`config.mk`:
```
export PLATFORM = sky130hd
export DESIGN_NAME = cen_mean_sub_flat
export DESIGN_NICKNAME = d
export VERILOG_FILES = /design/src/rtl/cen_mean_sub_if.sv /design/src/rtl/cen_mean_sub.sv /design/src/flat_wrapper.sv
export SDC_FILE = /design/constraint.sdc
export NUM_CORES = 2
export LEC_CHECK = 0
export BUFFER_PORTS_ARGS = -buffer_cell sky130_fd_sc_hd__buf_2
export CORE_ASPECT_RATIO = 1.75
export CORE_MARGIN = 4
export CORE_UTILIZATION = 55
export CTS_BUF_LIST = sky130_fd_sc_hd__clkbuf_16
export DETAILED_ROUTE_END_ITERATION = 8
export PLACE_DENSITY_LB_ADDON = 0.12
export SLEW_MARGIN = 40
export SYNTH_ARGS = -nofsm -noshare
export SYNTH_HDL_FRONTEND = slang
export SYNTH_SLANG_ARGS = --single-unit
```
`constraint.sdc`:
```
create_clock -name clk -period 8.1 [get_ports clk]
set_input_delay 1.62 -clock clk [delete_from_list [all_inputs] [get_ports clk]]
set_output_delay 1.62 -clock clk [all_outputs]
set_load 0.05 [all_outputs]
```
`src/rtl/cen_mean_sub_if.sv`:
```
// Sample-in, accumulator and centered-out lines of the centering stage.
// The slave modport is the stage's own view of these lines; master is the environment's view.
interface cen_mean_sub_if #(
  parameter int DW = 16,
  parameter int SW = 21
);
  logic                 start;
  logic                 in_valid;
  logic                 in_ready;
  logic signed [DW-1:0] x1_in, x2_in, x3_in, x4_in;
  logic                 adder_en;
  logic signed [DW-1:0] adder_x1, adder_x2, adder_x3, adder_x4;
  logic signed [SW-1:0] adder_sum1, adder_sum2, adder_sum3, adder_sum4;
  logic                 out_valid;
  logic                 out_ready;
  logic signed [DW-1:0] c1_out, c2_out, c3_out, c4_out;
  logic                 busy;
  logic                 done;

  modport slave (
    input  start, in_valid, x1_in, x2_in, x3_in, x4_in,
    input  adder_sum1, adder_sum2, adder_sum3, adder_sum4, out_ready,
    output in_ready, adder_en, adder_x1, adder_x2, adder_x3, adder_x4,
    output out_valid, c1_out, c2_out, c3_out, c4_out, busy, done
  );

  modport master (
    output start, in_valid, x1_in, x2_in, x3_in, x4_in,
    output adder_sum1, adder_sum2, adder_sum3, adder_sum4, out_ready,
    input  in_ready, adder_en, adder_x1, adder_x2, adder_x3, adder_x4,
    input  out_valid, c1_out, c2_out, c3_out, c4_out, busy, done
  );
endinterface

```
`src/rtl/cen_mean_sub.sv`:
```
// Frame collector and mean-removal stage: feeds an external accumulator while buffering
// a frame, then replays the frame minus the rounded per-channel mean, saturated to DW.
module cen_mean_sub #(
  parameter int DW    = 16,
  parameter int LOG2N = 5,
  parameter int SW    = DW + LOG2N
) (
  input logic           clk,
  input logic           rst_n,
  cen_mean_sub_if.slave bus
);
  localparam int N = 1 << LOG2N;
  localparam logic signed [SW:0]   HALF    = (SW+1)'(N / 2);
  localparam logic signed [DW-1:0] SAT_MAX = {1'b0, {(DW-1){1'b1}}};
  localparam logic signed [DW-1:0] SAT_MIN = {1'b1, {(DW-1){1'b0}}};

  typedef enum logic [1:0] {IDLE, COLLECT, MEAN, DRAIN} state_e;

  state_e               state_q, state_d;
  logic [LOG2N-1:0]     wr_ptr_q;
  logic [LOG2N:0]       rd_ptr_q;
  logic                 adder_en_q;
  logic                 out_valid_q;
  logic signed [DW-1:0] mean_q [4];
  logic signed [DW-1:0] c_q    [4];
  logic [4*DW-1:0]      buf_mem [N];

  logic signed [DW-1:0] x_in    [4];
  logic signed [SW-1:0] sum_in  [4];
  logic signed [DW-1:0] buf_x   [4];
  logic signed [SW:0]   rounded [4];
  logic signed [DW:0]   diff    [4];
  logic signed [DW-1:0] mean_d  [4];
  logic signed [DW-1:0] c_d     [4];
  logic [4*DW-1:0]      rd_word;
  logic                 accept, load, last_hs;

  assign x_in   = '{bus.x1_in, bus.x2_in, bus.x3_in, bus.x4_in};
  assign sum_in = '{bus.adder_sum1, bus.adder_sum2, bus.adder_sum3, bus.adder_sum4};

  assign accept  = (state_q == COLLECT) && bus.in_valid;
  assign load    = (state_q == DRAIN) && (!out_valid_q || bus.out_ready)
                   && (rd_ptr_q < (LOG2N+1)'(N));
  // rd_ptr reaching N means every sample is loaded; the handshake now is the frame's last.
  assign last_hs = (state_q == DRAIN) && out_valid_q && bus.out_ready
                   && (rd_ptr_q == (LOG2N+1)'(N));
  assign rd_word = buf_mem[rd_ptr_q[LOG2N-1:0]];

  // NOTE: every variable is assigned on every path of a combinational block, so no latch can form.
  always_comb begin
    state_d = state_q;
    case (state_q)
      IDLE:    if (bus.start) state_d = COLLECT;
      COLLECT: if (accept && wr_ptr_q == LOG2N'(N - 1)) state_d = MEAN;
      MEAN:    state_d = DRAIN;
      DRAIN:   if (last_hs) state_d = IDLE;
      default: state_d = IDLE;
    endcase
  end

  always_comb begin
    for (int k = 0; k < 4; k++) begin
      buf_x[k]   = rd_word[k*DW +: DW];
      rounded[k] = $signed({sum_in[k][SW-1], sum_in[k]}) + HALF;
      mean_d[k]  = DW'(rounded[k] >>> LOG2N);
      diff[k]    = $signed({buf_x[k][DW-1], buf_x[k]}) - $signed({mean_q[k][DW-1], mean_q[k]});
      if (diff[k][DW] != diff[k][DW-1]) c_d[k] = diff[k][DW] ? SAT_MIN : SAT_MAX;
      else                              c_d[k] = diff[k][DW-1:0];
    end
  end

  // NOTE: sequential state uses non-blocking assignments so every register samples pre-edge values.
  always_ff @(posedge clk or negedge rst_n) begin
    if (!rst_n) begin
      state_q     <= IDLE;
      wr_ptr_q    <= '0;
      rd_ptr_q    <= '0;
      adder_en_q  <= 1'b0;
      out_valid_q <= 1'b0;
      for (int k = 0; k < 4; k++) begin
        mean_q[k] <= '0;
        c_q[k]    <= '0;
      end
    end else begin
      state_q    <= state_d;
      adder_en_q <= (state_d == COLLECT) || (state_d == MEAN);
      if (state_q == IDLE && bus.start) begin
        wr_ptr_q <= '0;
        rd_ptr_q <= '0;
      end
      if (accept) wr_ptr_q <= wr_ptr_q + 1'b1;
      if (state_q == MEAN) mean_q <= mean_d;
      if (load) begin
        c_q         <= c_d;
        rd_ptr_q    <= rd_ptr_q + 1'b1;
        out_valid_q <= 1'b1;
      end else if (out_valid_q && bus.out_ready) begin
        out_valid_q <= 1'b0;
      end
    end
  end

  // NOTE: the frame buffer has no reset; each entry is written before it is read back.
  always_ff @(posedge clk) begin
    if (accept) buf_mem[wr_ptr_q] <= {x_in[3], x_in[2], x_in[1], x_in[0]};
  end

  // Zero inputs on idle cycles keep the accumulator sums frozen.
  assign bus.adder_x1  = accept ? x_in[0] : '0;
  assign bus.adder_x2  = accept ? x_in[1] : '0;
  assign bus.adder_x3  = accept ? x_in[2] : '0;
  assign bus.adder_x4  = accept ? x_in[3] : '0;
  assign bus.adder_en  = adder_en_q;
  assign bus.in_ready  = (state_q == COLLECT);
  assign bus.busy      = (state_q != IDLE);
  assign bus.done      = last_hs;
  assign bus.out_valid = out_valid_q;
  assign bus.c1_out    = c_q[0];
  assign bus.c2_out    = c_q[1];
  assign bus.c3_out    = c_q[2];
  assign bus.c4_out    = c_q[3];
endmodule

```
`src/flat_wrapper.sv`:
```
// flat-port wrapper written by rule: the top's interface ports become plain ports
module cen_mean_sub_flat 
#(
  parameter int DW    = 16,
  parameter int LOG2N = 5,
  parameter int SW    = DW + LOG2N
)
  (clk, rst_n, bus_start, bus_in_valid, bus_x1_in, bus_x2_in, bus_x3_in, bus_x4_in, bus_adder_sum1, bus_adder_sum2, bus_adder_sum3, bus_adder_sum4, bus_out_ready, bus_in_ready, bus_adder_en, bus_adder_x1, bus_adder_x2, bus_adder_x3, bus_adder_x4, bus_out_valid, bus_c1_out, bus_c2_out, bus_c3_out, bus_c4_out, bus_busy, bus_done);
  cen_mean_sub_if #(.DW(DW), .SW(SW)) bus_i ();
  input logic clk;
  input logic rst_n;
  input wire logic [$bits(bus_i.start)-1:0] bus_start;
  input wire logic [$bits(bus_i.in_valid)-1:0] bus_in_valid;
  input wire logic [$bits(bus_i.x1_in)-1:0] bus_x1_in;
  input wire logic [$bits(bus_i.x2_in)-1:0] bus_x2_in;
  input wire logic [$bits(bus_i.x3_in)-1:0] bus_x3_in;
  input wire logic [$bits(bus_i.x4_in)-1:0] bus_x4_in;
  input wire logic [$bits(bus_i.adder_sum1)-1:0] bus_adder_sum1;
  input wire logic [$bits(bus_i.adder_sum2)-1:0] bus_adder_sum2;
  input wire logic [$bits(bus_i.adder_sum3)-1:0] bus_adder_sum3;
  input wire logic [$bits(bus_i.adder_sum4)-1:0] bus_adder_sum4;
  input wire logic [$bits(bus_i.out_ready)-1:0] bus_out_ready;
  output wire logic [$bits(bus_i.in_ready)-1:0] bus_in_ready;
  output wire logic [$bits(bus_i.adder_en)-1:0] bus_adder_en;
  output wire logic [$bits(bus_i.adder_x1)-1:0] bus_adder_x1;
  output wire logic [$bits(bus_i.adder_x2)-1:0] bus_adder_x2;
  output wire logic [$bits(bus_i.adder_x3)-1:0] bus_adder_x3;
  output wire logic [$bits(bus_i.adder_x4)-1:0] bus_adder_x4;
  output wire logic [$bits(bus_i.out_valid)-1:0] bus_out_valid;
  output wire logic [$bits(bus_i.c1_out)-1:0] bus_c1_out;
  output wire logic [$bits(bus_i.c2_out)-1:0] bus_c2_out;
  output wire logic [$bits(bus_i.c3_out)-1:0] bus_c3_out;
  output wire logic [$bits(bus_i.c4_out)-1:0] bus_c4_out;
  output wire logic [$bits(bus_i.busy)-1:0] bus_busy;
  output wire logic [$bits(bus_i.done)-1:0] bus_done;
  assign bus_i.start = bus_start;
  assign bus_i.in_valid = bus_in_valid;
  assign bus_i.x1_in = bus_x1_in;
  assign bus_i.x2_in = bus_x2_in;
  assign bus_i.x3_in = bus_x3_in;
  assign bus_i.x4_in = bus_x4_in;
  assign bus_i.adder_sum1 = bus_adder_sum1;
  assign bus_i.adder_sum2 = bus_adder_sum2;
  assign bus_i.adder_sum3 = bus_adder_sum3;
  assign bus_i.adder_sum4 = bus_adder_sum4;
  assign bus_i.out_ready = bus_out_ready;
  assign bus_in_ready = bus_i.in_ready;
  assign bus_adder_en = bus_i.adder_en;
  assign bus_adder_x1 = bus_i.adder_x1;
  assign bus_adder_x2 = bus_i.adder_x2;
  assign bus_adder_x3 = bus_i.adder_x3;
  assign bus_adder_x4 = bus_i.adder_x4;
  assign bus_out_valid = bus_i.out_valid;
  assign bus_c1_out = bus_i.c1_out;
  assign bus_c2_out = bus_i.c2_out;
  assign bus_c3_out = bus_i.c3_out;
  assign bus_c4_out = bus_i.c4_out;
  assign bus_busy = bus_i.busy;
  assign bus_done = bus_i.done;
  cen_mean_sub #(.DW(DW), .LOG2N(LOG2N), .SW(SW)) u_core (.clk(clk), .rst_n(rst_n), .bus(bus_i));
endmodule
```
Word level (Yosys, flattened, before mapping)
Memory sizes are Yosys's and may differ from the RTL's. Index checks and enable logic that the tools add are counted.

Memories: 1. Logic and storage cells: 77. Input bits: 153. Output and inout bits: 133. Memory bits (writable): 2048. Bits in registers: 143.

Add/subtract/negate cells: 10. Order comparisons: 1. Muxes and demuxes: 24. Equal/unequal tests: 11. Reduce and logical (&&, ||, !) cells: 17.

Memories: u_core.buf_mem (words 32, bits a word 64, rd ports 1, clocked after memory_dff 0, wr ports 1, RTL line cen_mean_sub.sv:26) `logic [4*DW-1:0] buf_mem [N];`.

Operators by type and width (number): $mux 16 (12); $add 21x6->21 const B (4); $sub 16x16->17 (4); $mux 6 (2); $mux 5 (2); $logic_and 1x1->1 (9); $pmux 2 s4 (1); $reduce_bool 2->1 (4); $add 6x1->6 const B (1); $eq 2x2->1 const B (3); $eq 6x6->1 const B (1); $lt 6x6->1 const B (1); $mux 2 (3); $add 5x1->5 const B (1); $eq 5x5->1 const B (1); $eq 2x1->1 const B (2); $mux 1 (4); $ne 1x1->1 (4); $logic_not 2->1 (1); $logic_or 1x1->1 (2); $logic_not 1->1 (1).

Longest topological paths before layout
Word-level depth: 8. Mapped depth: 22. Gate-level depth less buffers: 16.

Worst setup path before layout
OpenSTA, ideal clock, no wires.

Kind: input to register. Start point: input port bus_in_valid. End point: memory u_core.buf_mem[15][0] (netlist name), enable pin. Setup time: 0.487 ns. Required time: 7.613 ns. Stages: 4. Arrival time: 4.896 ns. Buffers on the path: 1. Slack: 2.717 ns. Cells stage by stage: and2_1 -> clkbuf_1 -> nand2_1 -> nor2_1.

Longest elaborated chain between the ends: 3.

RTL lines: start: declaration (RTL line flat_wrapper.sv:13) `input wire logic [$bits(bus_i.in_valid)-1:0] bus_in_valid;`; $logic_and 1x1->1 (RTL line cen_mean_sub.sv:41) `assign accept = (state_q == COLLECT) && bus.in_valid;`; $mux 1 (RTL line cen_mean_sub.sv:105) `if (accept) buf_mem[wr_ptr_q] <= {x_in[3], x_in[2], x_in[1], x_in[0]};`; $mux 1 (implied by the code) (RTL line cen_mean_sub.sv:105); end: declaration (RTL line cen_mean_sub.sv:26).

No other way between the ends.

Worst setup path in the final report
Start point: register u_core.rd_ptr_q[0]. End point: register u_core.c_q, in the netlist u_core.bus.c2_out[3].

Longest elaborated chain between the ends: 4. Elaborated cells on any way between the ends: 7. Classes of those cells: 1 x add/sub; 1 x order compare; 1 x eq/ne; 2 x mux; 1 x reduce/logical; 1 x memory.

RTL lines: start: declaration (RTL line cen_mean_sub.sv:21) `logic [LOG2N:0] rd_ptr_q;`; start signal: assignment (RTL line cen_mean_sub.sv:95) `rd_ptr_q <= rd_ptr_q + 1'b1;`; $mem_v2 32x64; $sub 16x16->17 (RTL line cen_mean_sub.sv:66) `diff[k] = $signed({buf_x[k][DW-1], buf_x[k]}) - $signed({mean_q[k][DW-1], mean_q[k]});`; $mux 16 / $ne 1x1->1 (equally long branches) (RTL line cen_mean_sub.sv:67) `if (diff[k][DW] != diff[k][DW-1]) c_d[k] = diff[k][DW] ? SAT_MIN : SAT_MAX;`; $mux 16 (RTL line cen_mean_sub.sv:67); end signal: indexed assignment (RTL line cen_mean_sub.sv:82) `c_q[k] <= '0;`; end signal: assignment (RTL line cen_mean_sub.sv:94) `c_q <= c_d;`; end: declaration (RTL line cen_mean_sub.sv:25) `logic signed [DW-1:0] c_q [4];`.

Parallel ways exist; a longest one is shown, timed or not. A chain may end at the register's enable or synchronous reset.

==> impl_metrics.json <==
{
  "post-dp-hpwl_um": 133500,
  "port_buffers": 269,
  "synth_flop_cell": "edfxtp_1",
  "cp_cell_sequence": "buf_12 -> buf_12 -> buf_4 -> mux2i_1 -> o221ai_1 -> o22ai_1 -> a21oi_1 -> nand2_1 -> o21ai_1 -> ha_1 -> a21oi_1 -> o21ai_0 -> a211o_1 -> a21oi_1 -> xnor2_2 -> o21ai_1 -> o21ai_0",
  "max_cap_viol_count": 0,
  "syn_inst": 5239,
  "clk_latency_ns": 0.83,
  "synth_area_leaders": "edfxtp_1, mux4_2, mux2i_1",
  "layout_common_cells": "edfxtp_1, nand2_1, mux2i_1, o21ai_0, mux4_2",
  "met3_usage_pct": 3.590,
  "hold_viol": 0,
  "fin_crit_ns": 5.856,
  "min-delay-start": "u_core.bus.c1_out[14]",
  "postCtsHoldBufs": 0,
  "cp_data_required_time_ns": 8.79,
  "fin_nets": 5809,
  "die_x_um": 312.6,
  "fin_crit_sh_pct": 72.30,
  "cp-start-kind": "flop",
  "grt_pass1_vias": 49800,
  "final_cells": 7901,
  "yosysSeqAreaShare_pct": 72.89,
  "routed_wl_um": 239900,
  "cts_root_buf": "clkbuf_16",
  "reg2reg_slack_ns": 2.24,
  "drtAntennaViolNets": 0,
  "synth_edf_count": 2048,
  "coreArea_mm2": 0.1613,
  "mostFrequentLayoutCell": "edfxtp_1",
  "clk_path_buf_depth": 4,
  "layout-drive-gt1-share_pct": 20.20,
  "cp_slowest_cell": "dfrtp_4",
  "tns_ns": 0,
  "fp-row-count": 195,
  "power_mw": 33.53,
  "die-area_mm2": 0.1691,
  "grtUsageTotal_pct": 27.98,
  "clkSinkCount": 2191,
  "start_util_pct": 55.36,
  "grt_start_max_net_pins": 112,
  "status": "completed",
  "tritoncts": "done",
  "num_vias": 50310,
  "area_delta_synth_final_pct": 12.62,
  "synth-seq-cells": 2191,
  "wl_per_cell_um": 30.36,
  "antenna_found_initial": 18,
  "avgSynthCellArea_um2": 17.04,
  "setup_ws_ns": 2.244,
  "post-cts-setup-buffers": 0,
  "use_met2_pct": 48.50,
  "place_ws_ns": 2.224,
  "met1_usage_pct": 37.64,
  "synth_top_area_share_pct": 68.88,
  "whs_path_depth": 2,
  "dr.pass1.iters": 7,
  "grt_pass1_wl_um": 343500,
  "maxSlewViolCount": 0,
  "numCtsBuffers": 194,
  "htreeDepth": 4,
  "fmax_mhz": 170.8,
  "crit_path_max_incr_delay_ns": 0.75,
  "synthArstFlopShare_pct": 6.527,
  "min_path_type": "reg2reg",
  "finalSetupViolCount": 0,
  "cp.arrival_ns": 6.54,
  "synth_area_leader_cell": "edfxtp_1",
  "synthesis.area_mm2": 0.08928,
  "die_height_um": 541.0,
  "drcViolationCount": 0,
  "via_per_inst": 6.367,
  "dp.cells": 7548,
  "worst-path-max-fanout": 62,
  "io-pin-count": 286,
  "cts_resized": 0,
  "ys_warn_count": 0,
  "whs_endpoint": "u_core.bus.c1_out[14]",
  "path_class": "reg2reg",
  "worst_pin_slew_ns": 0.8793,
  "overflow": 0,
  "setup.worst_path.end_class": "flop",
  "drtIter0Drc": 5813,
  "p_leak_nw": 34.15,
  "slew_headroom_pct": 41.24,
  "clkTransAtPathRegs_ns": 0.07,
  "rr_endpoint": "u_core.bus.c2_out[3]",
  "finalWeightedCongestion": 0.8426,
  "r2r_cells": 17,
  "skew_ns": 0.04207,
  "synth.distinct_cells": 78,
  "power_density_mw_per_mm2": 333.5,
  "peakVddDrop_uv": 230.2,
  "path_common_cell": "a21oi_1",
  "syn_nets": 5471,
  "rr_startpoint": "u_core.rd_ptr_q[0]",
  "rsz0062_at_grt": "no",
  "busiest_layer": "met2"
}
metal layers:
layer  vias to the layer above  share of wire (%)
met2                      2330                 51
li1                      21520                  -
met3                       389                7.7
met1                     26060                 38
met4                         4                2.7
met5                         -              0.011
power by group:
group	switching (mW)	internal (mW)	total, mW
clock	3.99	5.01	8.99
sequential	0.270	12.6	12.9
combinational	7.30	4.36	11.7
total	11.6	22.0	33.5
stage by stage:
| stage | utilization [%] | hold WS, ns | instance area, um^2 |
|---|---|---|---|
| after CTS | 62.32 | 0.4828 | 100500 |
| after global placement | 58.15 | 0.4615 | 93780 |
| after global routing | 62.34 | 0.5078 | 100500 |
| after floorplan | - | 0.4498 | 89280 |
| final | 62.35 | 0.4797 | 100500 |
| after detailed placement | 58.55 | 0.4686 | 94420 |
synth_stat cells (all sizes together) (14+ instances only):
library cell  number
o22ai             65
mux2             124
ha                75
xor2              49
edfxtp          2048
o21a              15
nand3             44
dfrtp            143
clkbuf           169
buf              120
nor3              17
inv               90
mux4             279
o221ai           179
xnor2             47
a21oi            272
o21ai            356
and3              79
mux2i            363
nor2              98
nand2            412
a211oi            14
nor2b             16
registers in the layout, summed over array words and instances, names as in the netlist:
register and flops:
u_core.bus.c2_out 16, u_core.buf_mem 2048, u_core.bus.out_valid 1, u_core.bus.adder_en 1, u_core.wr_ptr_q 5, u_core.mean_q 64, u_core.state_q 2, u_core.bus.c1_out 16
u_core.bus.c3_out 16, u_core.bus.c4_out 16, u_core.rd_ptr_q 6
cells by family after synthesis:
logic type               after synthesis  synth area share [%]
AO/OA/AOI/OAI                        999                 6.927
XOR/XNOR                              96                0.9502
adder cells (fa/ha/maj)               79                 1.141
buffers and inverters                379                 1.755
flip-flops                          2191                 72.89
multiplexers                         766                 12.67
AND/OR/NAND/NOR                      729                 3.662
area by class of cell:
cell class | count | area (um^2)
Fill cell | 11540 | 60730
Clock buffer | 195 | 4880
Sequential cell | 2191 | 65100
Inverter | 90 | 337.8
Clock inverter | 151 | 1207
Multi-Input combinational cell | 2669 | 22940
Tap cell | 2167 | 2711
Antenna cell | 7 | 17.52
Timing Repair Buffer | 431 | 3359
how the worst max path moves through the flow:
stage	depth (start not counted)	slack [ns]	from	endpoint
after floorplan	4	2.72	bus_in_valid	u_core.buf_mem[15][0]
after global placement	18	2.10	u_core.rd_ptr_q[0]	u_core.bus.c2_out[2]
after detailed placement	19	2.22	u_core.rd_ptr_q[0]	u_core.bus.c2_out[0]
after CTS	19	2.17	u_core.rd_ptr_q[0]	u_core.bus.c2_out[12]
after global routing	18	1.87	u_core.rd_ptr_q[0]	u_core.bus.c2_out[1]
final	17	2.24	u_core.rd_ptr_q[0]	u_core.bus.c2_out[3]
critical path: cells and delay by family, from the launching register on:
kind,cells,cell delay [ns]
buf+inv,3,1.16
flops,1,0.75
mux,1,0.16
fa+ha+maj,1,0.46
simple gates,1,0.10
xor+xnor,1,0.28
compound gates,10,2.63
No activity file was read; power rests on OpenSTA's default activity.
